==> src/rtl/iommu_regif_arb.sv <==
// Two-requester round-robin arbiter in front of the IOMMU register map.
// One access is in flight at a time, and a slave timeout aborts it with an error response.
module iommu_regif_arb #(
  parameter int ADDR_WIDTH     = 32,
  parameter int DATA_WIDTH     = 32,
  parameter int TIMEOUT_CYCLES = 16
) (
  input  logic                    clk_i,
  input  logic                    rst_ni,
  input  logic                    rq0_valid_i,
  input  logic                    rq0_write_i,
  input  logic [ADDR_WIDTH-1:0]   rq0_addr_i,
  input  logic [DATA_WIDTH-1:0]   rq0_wdata_i,
  input  logic [DATA_WIDTH/8-1:0] rq0_wstrb_i,
  output logic                    rq0_ready_o,
  output logic [DATA_WIDTH-1:0]   rq0_rdata_o,
  output logic                    rq0_error_o,
  input  logic                    rq1_valid_i,
  input  logic                    rq1_write_i,
  input  logic [ADDR_WIDTH-1:0]   rq1_addr_i,
  input  logic [DATA_WIDTH-1:0]   rq1_wdata_i,
  input  logic [DATA_WIDTH/8-1:0] rq1_wstrb_i,
  output logic                    rq1_ready_o,
  output logic [DATA_WIDTH-1:0]   rq1_rdata_o,
  output logic                    rq1_error_o,
  output logic                    reg_valid_o,
  output logic                    reg_write_o,
  output logic [ADDR_WIDTH-1:0]   reg_addr_o,
  output logic [DATA_WIDTH-1:0]   reg_wdata_o,
  output logic [DATA_WIDTH/8-1:0] reg_wstrb_o,
  input  logic                    reg_ready_i,
  input  logic [DATA_WIDTH-1:0]   reg_rdata_i,
  input  logic                    reg_error_i,
  output logic                    timeout_o
);

  localparam logic [7:0] CNT_LAST = 8'(TIMEOUT_CYCLES - 1);

  typedef enum logic [1:0] {
    IDLE  = 2'd0,
    BUSY  = 2'd1,
    TOERR = 2'd2
  } state_t;

  state_t                  state_r, state_nxt_s;
  logic                    owner_r, owner_nxt_s;
  logic                    prio_r, prio_nxt_s;
  logic [7:0]              cnt_r, cnt_nxt_s;
  logic                    own_valid_s;
  logic                    rsp_s;
  logic                    rsp_err_s;
  logic [DATA_WIDTH-1:0]   rsp_data_s;

  // State, owner, priority pointer and timeout counter registers
  always_ff @(posedge clk_i or negedge rst_ni) begin
    if (!rst_ni) begin
      state_r <= IDLE;
      owner_r <= 1'b0;
      prio_r  <= 1'b0;
      cnt_r   <= 8'd0;
    end else begin
      state_r <= state_nxt_s;
      owner_r <= owner_nxt_s;
      prio_r  <= prio_nxt_s;
      cnt_r   <= cnt_nxt_s;
    end
  end

  // Next-state logic, register-map request and requester responses
  always_comb begin
    state_nxt_s = state_r;
    owner_nxt_s = owner_r;
    prio_nxt_s  = prio_r;
    cnt_nxt_s   = cnt_r;
    own_valid_s = owner_r ? rq1_valid_i : rq0_valid_i;
    rsp_s       = 1'b0;
    rsp_err_s   = 1'b0;
    rsp_data_s  = '0;
    timeout_o   = 1'b0;
    reg_valid_o = 1'b0;
    reg_write_o = 1'b0;
    reg_addr_o  = '0;
    reg_wdata_o = '0;
    reg_wstrb_o = '0;

    case (state_r)
      IDLE: begin
        if (rq0_valid_i || rq1_valid_i) begin
          owner_nxt_s = (rq0_valid_i && rq1_valid_i) ? prio_r : rq1_valid_i;
          cnt_nxt_s   = 8'd0;
          state_nxt_s = BUSY;
        end else begin
          state_nxt_s = IDLE;
        end
      end
      BUSY: begin
        // A withdrawn request is abandoned silently and does not move the priority pointer
        if (!own_valid_s) begin
          state_nxt_s = IDLE;
        end else begin
          reg_valid_o = 1'b1;
          reg_write_o = owner_r ? rq1_write_i : rq0_write_i;
          reg_addr_o  = owner_r ? rq1_addr_i  : rq0_addr_i;
          reg_wdata_o = owner_r ? rq1_wdata_i : rq0_wdata_i;
          reg_wstrb_o = owner_r ? rq1_wstrb_i : rq0_wstrb_i;
          if (reg_ready_i) begin
            rsp_s       = 1'b1;
            rsp_err_s   = reg_error_i;
            rsp_data_s  = reg_rdata_i;
            prio_nxt_s  = ~owner_r;
            state_nxt_s = IDLE;
          end else if (cnt_r == CNT_LAST) begin
            state_nxt_s = TOERR;
          end else begin
            cnt_nxt_s = cnt_r + 8'd1;
          end
        end
      end
      TOERR: begin
        rsp_s       = 1'b1;
        rsp_err_s   = 1'b1;
        timeout_o   = 1'b1;
        prio_nxt_s  = ~owner_r;
        state_nxt_s = IDLE;
      end
      default: begin
        state_nxt_s = IDLE;
      end
    endcase

    rq0_ready_o = rsp_s & ~owner_r;
    rq0_error_o = rsp_err_s & ~owner_r;
    rq0_rdata_o = (rsp_s && !owner_r) ? rsp_data_s : '0;
    rq1_ready_o = rsp_s & owner_r;
    rq1_error_o = rsp_err_s & owner_r;
    rq1_rdata_o = (rsp_s && owner_r) ? rsp_data_s : '0;
  end

endmodule

==> config.mk <==
export PLATFORM = sky130hd
export DESIGN_NAME = iommu_regif_arb
export DESIGN_NICKNAME = d
export VERILOG_FILES = /design/src/rtl/iommu_regif_arb.sv
export SDC_FILE = /design/constraint.sdc
export NUM_CORES = 1
export LEC_CHECK = 0
export ABC_AREA = 0
export BUFFER_PORTS_ARGS = -buffer_cell sky130_fd_sc_hd__buf_2
export CAP_MARGIN = 15
export CORE_AREA = 2 2 123 125
export DETAILED_ROUTE_END_ITERATION = 10
export DIE_AREA = 0 0 125 127
export HOLD_SLACK_MARGIN = 0.03
export MAX_ROUTING_LAYER = met4
export PLACE_DENSITY_LB_ADDON = 0.08
export SLEW_MARGIN = 25
export SYNTH_ARGS = -nofsm -noshare
export SYNTH_HDL_FRONTEND = slang
export SYNTH_SLANG_ARGS = --single-unit
==> constraint.sdc <==
create_clock -name clk_i -period 5.43 [get_ports clk_i]
set_input_delay 0.543 -clock clk_i [delete_from_list [all_inputs] [get_ports clk_i]]
set_output_delay 0.543 -clock clk_i [all_outputs]
set_load 0.02 [all_outputs]
==> summary.md <==
| Metric | Value |
|---|---|
| Largest net degree at the start of global routing | `68` |
| Run status | `completed` |
| Flop pwr share | `0.139` |
| WL per Instance | `15.34 um` |
| Cell internal pwr | `605.9 uW` |
| CTS tree | `built` |
| IO Pins | `315` |
| Root Buffer | `clkbuf_16` |
| Share of layout cells above drive strength 1 | `0.5362` |
| Final Cycle Share | `0.6707` |
| Slowest cell delay on critical path | `0.76 ns` |
| DRC Markers | `0` |
| # resized after CTS | `0` |
| Flop2flop setup slack | `2.74 ns` |
| Clock Latency Late Sink | `0.24 ns` |
| Worst-margin pin slew | `0.8424 ns` |
| Worst vdd ir | `0.0001108 V` |
| RSZ-0062 raised after global routing | `false` |
| Switching Share | `0.5392` |
| Synth-to-Final Area Change | `80.72%` |
| # setup viols final | `0` |
| Clk_skew | `0.003367 ns` |
| CP Cell Sequence | `mux2i_1 -> nor3b_4 -> buf_4 -> o211a_1 -> and3_1 -> buf_2` |
| CTS sink cnt | `12` |
| Type of origin of the critical path | `flop` |
| DR vias/cell | `4.334` |
| Reg clk slew, reported paths | `0.05 ns` |
| WHS | `0.1759 ns` |
| Total global-route track usage | `0.1416` |
| Worst path slowest cell | `o211a_1` |
| CTS Hold Bufs | `0` |
| Worst setup path start | `owner_r$_DFFE_PN0N_` |
| Setup TNS | `0 ns` |
| Postcts setup bufs | `0` |
| Initial core utilization | `0.1552` |
| R2R Path End | `cnt_r[7]$_DFFE_PN0P_` |
| Min cycle time layout | `3.642 ns` |
| Clock power share | `0.116` |
| Antenna violations before repair | `1` |
| Asr flop ratio synth | `1.000` |
| Register area share after synthesis | `0.1342` |
| Switching power | `709.0 uW` |
| Slew margin rel. | `0.4384` |
| Leakage power | `0.002750 uW` |
| Post-Synthesis Cells | `317` |
| Buffers on Ports | `314` |
| Hold WC Path Type | `in2async` |
| ANT nets after route | `0` |
| Number of enable flip-flop cells after synthesis | `0` |
| Vias in the first global route | `3,337` |
| Main flop type after synthesis | `dfrtp_1` |
| Synth warnings | `0` |
| Pwr dens | `325.1 nW/um2` |
| Final hold viol count | `0` |
| Tot Pwr | `1315 uW` |
| TritonRoute pass-1 iters | `4` |
| Average size of a mapped cell | `7.061 um2` |
| Yosys cell types | `31` |
| Worst reg2reg startpoint | `owner_r$_DFFE_PN0N_` |
| Clock Path Buffers | `2` |
| Via Count | `3,437` |
| Placer congestion estimate | `0.8785` |
| Htree depth | `1` |
| Core area | `14,420 um2` |
| First-pass GRT wire length | `17.73 mm` |
| Total CTS buffers | `3` |
| Final Cell Area | `4045 um2` |
| DP Worst Slack | `2.008 ns` |
| WP data arrival | `3.10 ns` |
| Max-cap violations | `0` |
| R2r worst-path depth | `5` |
| Die Y-Extent | `127 um` |
| Routed wire length | `12.17 mm` |
| Die Width | `125 um` |
| Rows | `44` |
| WS Path Type | `reg2out` |
| Syn Nets | `497` |
| DR iter-0 viols | `76` |
| Yosys reg bits | `12` |
| DP HPWL | `10.25 mm` |
| GRT overflow | `0` |
| Placement-stage cell area | `3954 um2` |
| Worst path required time | `4.89 ns` |
| Post-Syn Area | `2238 um2` |
| Final nets | `789` |
| CP Max Fanout | `67` |
| Die area | `15,880 um2` |
| Combinational share of power | `0.745` |
| Max Freq | `0.2746 GHz` |
| Critical Path End Type | `output port` |
| Max-slew violations | `0` |
| Final worst-path setup slack | `1.788 ns` |
placed cells by master, fill, tap and decap left out, types with 2 or more instances in the layout:
cell type,n
o21a_1,2
o211ai_1,2
ha_1,4
a211oi_1,2
nand3_1,5
inv_1,8
mux2i_1,73
buf_4,3
o21ai_0,6
or3_1,2
a21oi_1,6
o211a_1,2
nand2_1,11
nor2_1,69
nor4_1,3
nand2b_1,2
clkbuf_16,3
buf_2,314
and3_1,65
dfrtp_1,11
o221ai_1,2
cell families after synthesis:
kind of cell,share of synthesized area
mux,0.3315
flops,0.1342
simple gates,0.3667
buf+inv,0.06764
compound gates,0.07770
fa+ha+maj,0.02236
power groups by stage:
stage          combinational, uW  clock [uW]  sequential [uW]
6_report                     980         153              182
5_1_grt                     1070         160              190
4_1_cts                      992         154              185
3_5_place_dp                 991           0              187
3_3_place_gp                 992           0              184
2_1_floorplan                734           0              124
through the flow:
stage               cells    util
CTS                   792  0.2803
detailed placement    788  0.2741
global placement      788  0.2741
finish                793  0.2804
floorplan             317       -
global route          793  0.2804
cells in the mapped netlist (2+ instances only):
library cell | count | area, um2
and3_1 | 65 | 406.6
o21a_1 | 2 | 15.01
nand2_1 | 11 | 41.29
a211oi_1 | 2 | 15.01
o211ai_1 | 2 | 15.01
a21oi_1 | 6 | 30.03
ha_1 | 4 | 50.05
nand2b_1 | 3 | 18.77
mux2i_1 | 73 | 730.7
nand3_1 | 5 | 25.02
o21ai_0 | 6 | 30.03
buf_2 | 4 | 20.02
or3_1 | 2 | 12.51
dfrtp_1 | 12 | 300.3
clkbuf_1 | 25 | 93.84
o221ai_1 | 2 | 17.52
nor2_1 | 69 | 259.0
nor4_1 | 3 | 18.77
o211a_1 | 2 | 20.02
inv_1 | 8 | 30.03
registers in the layout (all words and copies together), names as in the netlist:
signal   flops
cnt_r        8
owner_r      1
state_r      2
prio_r       1
routing by layer:
| layer | vias to the layer above | track usage | part of all wire |
|---|---|---|---|
| met5 | - | - | 0 |
| met4 | 0 | 0.02353 | 0.011 |
| met3 | 9 | 0.01759 | 0.074 |
| met2 | 199 | 0.2816 | 0.54 |
| met1 | 1528 | 0.1516 | 0.37 |
| li1 | 1701 | - | - |
how the worst max path moves through the flow:
stage	slack, ns	end
6_report	1.79	rq0_rdata_o[10]
5_1_grt	1.53	rq0_rdata_o[10]
4_1_cts	1.76	rq1_rdata_o[7]
3_5_place_dp	2.01	rq1_rdata_o[7]
3_3_place_gp	2.07	rq1_rdata_o[7]
2_1_floorplan	3.10	rq0_rdata_o[23]
critical path, delay by kind of cell (launching register included):
kind,cells,cell delay [ns]
flip-flops,1,0.74
AO/OA/AOI/OAI,1,0.76
AND/OR/NAND/NOR,2,0.48
buffers and inverters,2,0.58
multiplexers,1,0.28
layout make-up:
class                      count  area (um2)
multi-input combinational    267        1795
sequential                    12       304.0
timing repair buffer         317        1594
clock buffer                   4       88.84
inverter                       8       30.03
tap                          184       230.2
antenna                        1       2.502
fill                        1633       10380
Power figures use the tool's default switching activity.
